==> config.mk <==
export PLATFORM = sky130hd
export DESIGN_NAME = pixel_apb_master
export DESIGN_NICKNAME = d
export VERILOG_FILES = /design/src/rtl/imager_pkg.sv /design/src/rtl/pixel_apb_master.sv
export SDC_FILE = /design/constraint.sdc
export NUM_CORES = 1
export LEC_CHECK = 0
export CORE_MARGIN = 1.5
export CORE_UTILIZATION = 50
export DETAILED_ROUTE_END_ITERATION = 8
export GPL_TIMING_DRIVEN = 0
export PLACE_DENSITY = 0.94
export SLEW_MARGIN = 20
export SYNTH_ARGS = -nofsm -noshare
export SYNTH_HDL_FRONTEND = slang
export SYNTH_SLANG_ARGS = --single-unit
export TNS_END_PERCENT = 5
==> constraint.sdc <==
create_clock -name clk -period 5.7 [get_ports clk]
set_input_delay 0.57 -clock clk [delete_from_list [all_inputs] [get_ports clk]]
set_output_delay 0.57 -clock clk [all_outputs]
set_load 0.01 [all_outputs]
==> src/rtl/imager_pkg.sv <==
// Types and constants shared by the imager DMA blocks: the DMA state encoding,
// the APB word stride, the word-counter width and an address alignment helper.
package imager_pkg;

    typedef enum logic [2:0] {
        ST_IDLE      = 3'd0,
        ST_FETCH     = 3'd1,
        ST_WAIT_DATA = 3'd2,
        ST_SETUP     = 3'd3,
        ST_ACCESS    = 3'd4,
        ST_DONE      = 3'd5
    } dma_state_t;

    localparam logic [31:0] APB_WORD_STRIDE = 32'd4;
    localparam int          DMA_COUNT_W     = 16;

    // Clear the byte-lane bits so every beat lands on a 32-bit word boundary.
    function automatic logic [31:0] word_align(input logic [31:0] addr);
        return addr & ~32'd3;
    endfunction

endpackage

==> src/rtl/pixel_apb_master.sv <==
// Pixel DMA engine: pulls packed pixel words from the camera FIFO and writes
// each one to consecutive word addresses through an APB master port.
module pixel_apb_master
    import imager_pkg::*;
#(
    parameter int TIMEOUT_CYCLES = 255
) (
    input  logic                   clk,
    input  logic                   reset,
    input  logic                   start,
    input  logic                   abort,
    input  logic [31:0]            base_addr,
    input  logic [DMA_COUNT_W-1:0] word_count,
    output logic                   busy,
    output logic                   done,
    output logic                   error,
    output logic [DMA_COUNT_W-1:0] words_sent,
    output logic                   fifo_read_enable,
    input  logic [31:0]            fifo_read_data,
    input  logic                   fifo_data_valid,
    input  logic                   fifo_empty,
    output logic                   M_PSEL,
    output logic                   M_PENABLE,
    output logic                   M_PWRITE,
    output logic [31:0]            M_PADDR,
    output logic [31:0]            M_PWDATA,
    input  logic                   M_PREADY,
    input  logic                   M_PSLVERR
);

    localparam int TW = $clog2(TIMEOUT_CYCLES + 1);

    dma_state_t             r_state;
    dma_state_t             w_next;
    logic                   w_beat_done;
    logic                   w_timeout;
    logic                   w_last;
    logic [TW-1:0]          r_wait_cnt;
    logic [DMA_COUNT_W-1:0] r_limit;
    logic [DMA_COUNT_W-1:0] r_words_sent;
    logic                   r_abort_pend;
    logic                   r_busy;
    logic                   r_done;
    logic                   r_error;
    logic                   r_rd_en;
    logic                   r_psel;
    logic                   r_penable;
    logic                   r_pwrite;
    logic [31:0]            r_paddr;
    logic [31:0]            r_pwdata;

    // Next-state decode; FETCH leaves only once the registered read strobe has fired.
    always_comb begin
        w_next      = r_state;
        w_beat_done = 1'b0;
        w_timeout   = 1'b0;
        w_last      = ((r_words_sent + 16'd1) == r_limit);
        case (r_state)
            ST_IDLE: begin
                if (start) begin
                    w_next = (word_count == 16'd0) ? ST_DONE : ST_FETCH;
                end else begin
                    w_next = ST_IDLE;
                end
            end
            ST_FETCH: begin
                if (abort) begin
                    w_next = ST_DONE;
                end else if (r_rd_en) begin
                    w_next = ST_WAIT_DATA;
                end else begin
                    w_next = ST_FETCH;
                end
            end
            ST_WAIT_DATA: begin
                if (abort) begin
                    w_next = ST_DONE;
                end else if (fifo_data_valid) begin
                    w_next = ST_SETUP;
                end else begin
                    w_next = ST_WAIT_DATA;
                end
            end
            ST_SETUP: begin
                w_next = ST_ACCESS;
            end
            ST_ACCESS: begin
                if (M_PREADY) begin
                    w_beat_done = 1'b1;
                    if (M_PSLVERR || w_last || r_abort_pend || abort) begin
                        w_next = ST_DONE;
                    end else begin
                        w_next = ST_FETCH;
                    end
                end else if (r_wait_cnt == TW'(TIMEOUT_CYCLES - 1)) begin
                    w_timeout = 1'b1;
                    w_next    = ST_DONE;
                end else begin
                    w_next = ST_ACCESS;
                end
            end
            ST_DONE: begin
                w_next = ST_IDLE;
            end
            default: begin
                w_next = ST_IDLE;
            end
        endcase
    end

    // State register.
    always_ff @(posedge clk) begin
        if (reset) begin
            r_state <= ST_IDLE;
        end else begin
            r_state <= w_next;
        end
    end

    // Registered outputs are decoded from the next state so they line up with it.
    always_ff @(posedge clk) begin
        if (reset) begin
            r_busy    <= 1'b0;
            r_done    <= 1'b0;
            r_rd_en   <= 1'b0;
            r_psel    <= 1'b0;
            r_penable <= 1'b0;
            r_pwrite  <= 1'b0;
        end else begin
            r_busy    <= (w_next != ST_IDLE);
            r_done    <= (w_next == ST_DONE);
            // fifo_empty one cycle early is safe: only this engine drains the FIFO.
            r_rd_en   <= (w_next == ST_FETCH) && !fifo_empty;
            r_psel    <= (w_next == ST_SETUP) || (w_next == ST_ACCESS);
            r_penable <= (w_next == ST_ACCESS);
            r_pwrite  <= (w_next == ST_SETUP) || (w_next == ST_ACCESS);
        end
    end

    // Address, data, count and status registers.
    always_ff @(posedge clk) begin
        if (reset) begin
            r_paddr      <= 32'd0;
            r_pwdata     <= 32'd0;
            r_limit      <= 16'd0;
            r_words_sent <= 16'd0;
            r_error      <= 1'b0;
        end else begin
            if ((r_state == ST_IDLE) && start) begin
                r_paddr      <= word_align(base_addr);
                r_limit      <= word_count;
                r_words_sent <= 16'd0;
                r_error      <= 1'b0;
            end
            if ((r_state == ST_WAIT_DATA) && fifo_data_valid && !abort) begin
                r_pwdata <= fifo_read_data;
            end
            if (w_beat_done) begin
                r_words_sent <= r_words_sent + 16'd1;
                r_paddr      <= r_paddr + APB_WORD_STRIDE;
                if (M_PSLVERR) begin
                    r_error <= 1'b1;
                end
            end
            if (w_timeout) begin
                r_error <= 1'b1;
            end
        end
    end

    // Abort during an APB beat waits for the beat; the wait counter tracks stalls.
    always_ff @(posedge clk) begin
        if (reset) begin
            r_abort_pend <= 1'b0;
            r_wait_cnt   <= '0;
        end else begin
            if (r_state == ST_IDLE) begin
                r_abort_pend <= 1'b0;
            end else if (abort && ((r_state == ST_SETUP) || (r_state == ST_ACCESS))) begin
                r_abort_pend <= 1'b1;
            end
            if ((r_state == ST_ACCESS) && !M_PREADY) begin
                r_wait_cnt <= r_wait_cnt + 1'b1;
            end else begin
                r_wait_cnt <= '0;
            end
        end
    end

    assign busy             = r_busy;
    assign done             = r_done;
    assign error            = r_error;
    assign words_sent       = r_words_sent;
    assign fifo_read_enable = r_rd_en;
    assign M_PSEL           = r_psel;
    assign M_PENABLE        = r_penable;
    assign M_PWRITE         = r_pwrite;
    assign M_PADDR          = r_paddr;
    assign M_PWDATA         = r_pwdata;

endmodule
Word-level counts from Yosys, hierarchy flattened
Index checks and enable logic that the tools add are counted.
{"block": "totals", "reg_bits": 114, "wordCells": 70, "in_bits": 88, "output_inout_bits": 87}
{"block": "op_classes", "n_reduce_logical": 20, "bitwise": 1, "mux": 23, "n_eq_ne": 10, "addsub": 3}
{"op": "2-to-1 mux 32 bit", "count": 2}
{"op": "adder 32 x 3 -> 32 bit, second input constant", "count": 1}
{"op": "2-to-1 mux 16 bit", "count": 2}
{"op": "2-to-1 mux 3 bit", "count": 6}
{"op": "adder 16 x 1 -> 16 bit, second input constant", "count": 1}
{"op": "equality test 16 bit", "count": 1}
{"op": "logical NOT 16 bit", "count": 1}
{"op": "one-hot mux 3 bit (5 select lines)", "count": 1}
{"op": "2-to-1 mux 1 bit", "count": 11}
{"op": "equality test 3 x 2 -> 1 bit, second input constant", "count": 3}
{"op": "equality test 3 bit, second input constant", "count": 3}
{"op": "adder 8 x 1 -> 8 bit, second input constant", "count": 1}
{"op": "equality test 8 bit, second input constant", "count": 1}
{"op": "equality test 3 x 1 -> 1 bit, second input constant", "count": 2}
{"op": "logical AND 1 bit", "count": 6}
{"op": "logical OR 1 bit", "count": 5}
{"op": "OR reduction 2 bit", "count": 2}
{"op": "logical NOT 1 bit", "count": 3}
{"op": "logical NOT 3 bit", "count": 1}
{"op": "nonzero test 3 bit", "count": 1}
{"op": "2-to-1 mux 2 bit", "count": 1}
{"op": "nonzero test 2 bit", "count": 1}
{"op": "inverter 1 bit", "count": 1}

Depth between registers and ports, before layout
{"block": "logic_depth", "depth_word": 10, "ltp_mapped": 10, "ltp_nobuf": 7}

Least setup slack after synthesis
OpenSTA, ideal clock, no wires.
{"block": "synth_path", "path_type": "input port to flip-flop", "startpoint": "input port start", "endpoint": "register r_rd_en (netlist: fifo_read_enable)", "setup_time_ns": 0.117, "setup_slack_ns": 3.270, "t_arrival_ns": 2.313, "path_stages": 7, "t_required_ns": 5.583, "path_cell_list": "or4b_1 clkbuf_1 or4_1 o21a_1 nor4_2 nand4_1 and4b_1"}
{"block": "synth_between", "elab_chain_cells": 4}
{"element": "start, declared", "line": "pixel_apb_master.sv:10", "text": "input logic start,"}
{"element": "2-to-1 mux 3 bit", "line": "pixel_apb_master.sv:60", "text": "if (start) begin"}
{"element": "one-hot mux 3 bit (5 select lines)", "line": "pixel_apb_master.sv:58", "text": "case (r_state)"}
{"element": "equality test 3 x 1 -> 1 bit", "line": "pixel_apb_master.sv:133", "text": "r_rd_en <= (w_next == ST_FETCH) && !fifo_empty;"}
{"element": "logical AND 1 bit", "line": "pixel_apb_master.sv:133"}
{"element": "end signal, assigned", "line": "pixel_apb_master.sv:133"}
{"element": "end, declared", "line": "pixel_apb_master.sv:45", "text": "logic r_rd_en;"}
Every way passes these cells.
A chain may end at the register's enable or synchronous reset.

Final worst setup path
{"block": "layout_path", "startpoint": "input port start", "endpoint": "register r_done (netlist: done)"}
{"block": "layout_between", "elab_chain_cells": 3}
{"element": "2-to-1 mux 3 bit", "line": "pixel_apb_master.sv:60"}
{"element": "one-hot mux 3 bit (5 select lines)", "line": "pixel_apb_master.sv:58"}
{"element": "equality test 3 bit", "line": "pixel_apb_master.sv:131", "text": "r_done <= (w_next == ST_DONE);"}
{"element": "end signal, assigned", "line": "pixel_apb_master.sv:131"}
{"element": "end, declared", "line": "pixel_apb_master.sv:43", "text": "logic r_done;"}
Every way passes these cells.

==> results.md <==
* Status: complete, no violations
* Post-synth cell types at 56
* Final Setup Violations at 0
* Synth warnings at 0
* Worst path top cell family by delay: simple AND/OR/NAND/NOR gates
* IO Pins at ~180
* Hold Path Class: reg2reg
* Num rows at 37
* Power Total at between 1.5 and 2 mW
* Via density per instance at just under 6
* First-pass GRT wire length at roughly 27,000 um
* Final Util at slightly above 70%
* Post-synth EDFFs at 0
* Antenna Diode Count at 0
* NumNets Final at between 900 and 1,000
* CTS H-Tree Depth at 3
* Setup ws final at between 2 and 3 ns
* Worst-path clk slew at 0.11 ns
* CTS tree: yes
* Mapped Area at 5410 um^2
* Vias in the first global route at around 5,600
* Peak VDD IR at 0.000152 V
* Mapped Cells at 701
* Crit start category: input port
* 1st-iter DRT viols at approximately 660
* Post-Place Worst Slack at between 2 and 3 ns
* CTS sink cnt at around 110
* Seq pwr share at just over 50%
* Filler Cells Inserted at 819
* DIE WIDTH at about 110 um
* CTS buffer count at 9
* Fmax at between 300 and 400 MHz
* P_leak at 2.55 nW
* Share of layout cells above drive strength 1 at 2.82%
* DRC Markers at 0
* Worst-path cell chain: clkdlybuf4s50_1, or4b_1, clkbuf_1, or4_1, o21a_1, nor4_2, nand4_1, a21boi_1
* Post-CTS sizing at 0
* Wire per inst at 16.7 um
* Combinational Power Share at about a fifth
* P_int at roughly 1.2 mW
* Vias at about 6,000
* Total overflow reported by the global router at 0
* Detail Placement HPWL at between 10,000 and 15,000 um
* Power per cell area at roughly 230 nW/um^2
* Final hold viol count at 0
* DRT Wirelength at 17,100 um
* Largest net degree at the start of global routing at 19
* Rel. slew slack at about 47%
* Core Region at roughly 10,000 um^2
* Die H at ~110 um
* Final ANT Viol Nets at 0
* Crit path max fanout at 5
* DRT Pass-1 Iters at 6
* Crit share post-route at about 50%
* Top_reg_cell synth: dfxtp_1
* Period minus WS final at 2.84 ns
* Hold-fix buffers, CTS at 0
* Commonest non-fill, non-tap cell in the layout: clkdlybuf4s50_1
* Gpl congestion at approximately 0.93
* Area Overhead vs Synth at 38.2%
* Total track usage at between 20% and 30%
* Clock latency on the worst-skew pair at 0.38 ns
* Placed insts at approximately 1,000
* Sequential share of the synthesized area at between 40% and 50%
* Clock Power Share at a little under 30%
* I/O Buffers at about 170
* Max Slew Vio Count at 0
* CP max stage delay at slightly above 0.5 ns
* CTS Buffer Depth at 2
* Bufs and invs on worst path at 2
* Die area at between 10,000 and 15,000 um^2
* Measured slew at the worst slew-check pin at a little under 0.8 ns
* Initial antenna violation count at 0
* Post-synth ARST share at 0%
* CP Class: in2reg
* Register bit count reported by yosys at ~110
* Setup bufs post-CTS at 0
* Mapped Avg Cell Area at 7.72 um^2
* Critical Path End Type: flop
* Critical Path AT at roughly 3.1 ns
* Most frequent cells in the layout: clkdlybuf4s50_1 (169), nand2_1 (120), dfxtp_1 (112), a21oi_1 (91), nor2_1 (58)
* Starting Density at around 52%
* Final clock skew at around 0.014 ns
* Setup TNS at 0 ns
* Required @ worst endpoint at ~6 ns
* Max Cap Violations at 0
* Root buffer cell: clkbuf_8
* Sw Pwr at about 0.49 mW
* Slowest CP cell: clkdlybuf4s50_1
* RSZ-0062 raised after global routing: false
* Sw frac at between 20 and 30%
* Non-filler instance count after layout at 1,022
[cell families after synthesis]
kind of cell,after synthesis,share of synthesized area [%]
simple gates,314,28.4
compound gates,172,18.5
flops,112,41.4
buf+inv,61,4.60
xor+xnor,35,5.67
fa+ha+maj,5,1.11
other cells,1,0.0693
mux,1,0.208
[area by class of cell]
| type | count | area (um^2) | share of cell area [%] |
|---|---|---|---|
| plain buffers | 53 | 219 | 2.93 |
| clock buffers | 10 | 138 | 1.84 |
| clock inverters | 5 | 65.1 | 0.870 |
| inverters | 8 | 30.0 | 0.402 |
| multi-input cells | 529 | 2920 | 39.1 |
| flip-flops and latches | 112 | 2240 | 30.0 |
| well taps | 136 | 170 | 2.28 |
| repair buffers | 169 | 1690 | 22.6 |
[sequential cells by signal, summed over array words and instances, names as in the netlist]
| name | count |
|---|---|
| error | 1 |
| done | 1 |
| M_PENABLE | 1 |
| fifo_read_enable | 1 |
| busy | 1 |
| r_wait_cnt | 8 |
| r_abort_pend | 1 |
| words_sent | 16 |
| M_PWDATA | 32 |
| M_PADDR | 30 |
| r_state | 3 |
| M_PWRITE | 1 |
| r_limit | 16 |
[path summary, 6_finish.rpt]
path	startpoint	end	slack, ns	cells past startpoint
worst max-delay path	start	done	2.86	8
worst min register to register	M_PWDATA[23]	M_PWDATA[23]	0.46	2
worst min-delay path	M_PWDATA[23]	M_PWDATA[23]	0.46	2
worst max register to register	r_state[2]	done	2.99	8
[worst register-to-register path, stage by stage (launching register included)]
cell and delay (ns):
dfxtp_1 0.32, clkbuf_1 0.20, or4b_1 0.50, clkbuf_1 0.16, or4_1 0.43, o21a_1 0.26
nor4_2 0.29, nand4_1 0.21, a21boi_1 0.27
[power by group through the flow]
stage               Clock [mW]  Sequential, mW  Combinational, mW
global placement             0           0.873              0.322
floorplan                    0           0.877              0.152
global route             0.530           0.863              0.359
CTS                      0.500           0.857              0.329
detailed placement           0           0.875              0.326
finish                   0.500           0.858              0.337
[stage by stage]
stage / instance area (um^2) / hold slack [ns]
4_1_cts: 7480 / 0.461
3_3_place_gp: 7280 / 0.441
2_1_floorplan: 5410 / 0.448
3_5_place_dp: 7280 / 0.446
6_report: 7480 / 0.459
5_1_grt: 7480 / 0.488
[cell usage after synthesis, types with 6 or more instances]
| cell type | n | area, um^2 |
|---|---|---|
| nand4_1 | 16 | 100 |
| nor3_1 | 17 | 85.1 |
| inv_1 | 8 | 30.0 |
| a21oi_1 | 91 | 455 |
| nand2_1 | 120 | 450 |
| and4_1 | 9 | 78.8 |
| clkbuf_1 | 48 | 180 |
| nor4_1 | 10 | 62.6 |
| a22oi_1 | 12 | 90.1 |
| xor2_1 | 14 | 123 |
| or3_1 | 6 | 37.5 |
| dfxtp_1 | 112 | 2240 |
| nand2b_1 | 7 | 43.8 |
| a31oi_1 | 11 | 68.8 |
| and3_1 | 16 | 100 |
| o21ai_0 | 25 | 125 |
| xnor2_1 | 21 | 184 |
| nand3_1 | 27 | 135 |
| nor2_1 | 58 | 218 |
[routing by layer]
| layer | part of all wire (%) | GRT usage [%] | wire length, um | vias to the layer above |
|---|---|---|---|---|
| li1 | - | - | - | 2836 |
| met1 | 39 | 37.6 | 6630 | 2735 |
| met2 | 47 | 48.7 | 8090 | 374 |
| met3 | 11 | 4.86 | 1850 | 57 |
| met4 | 3.2 | 13.0 | 546 | 0 |
| met5 | 0 | 0 | 0 | - |
No activity file was read; power rests on OpenSTA's default activity.
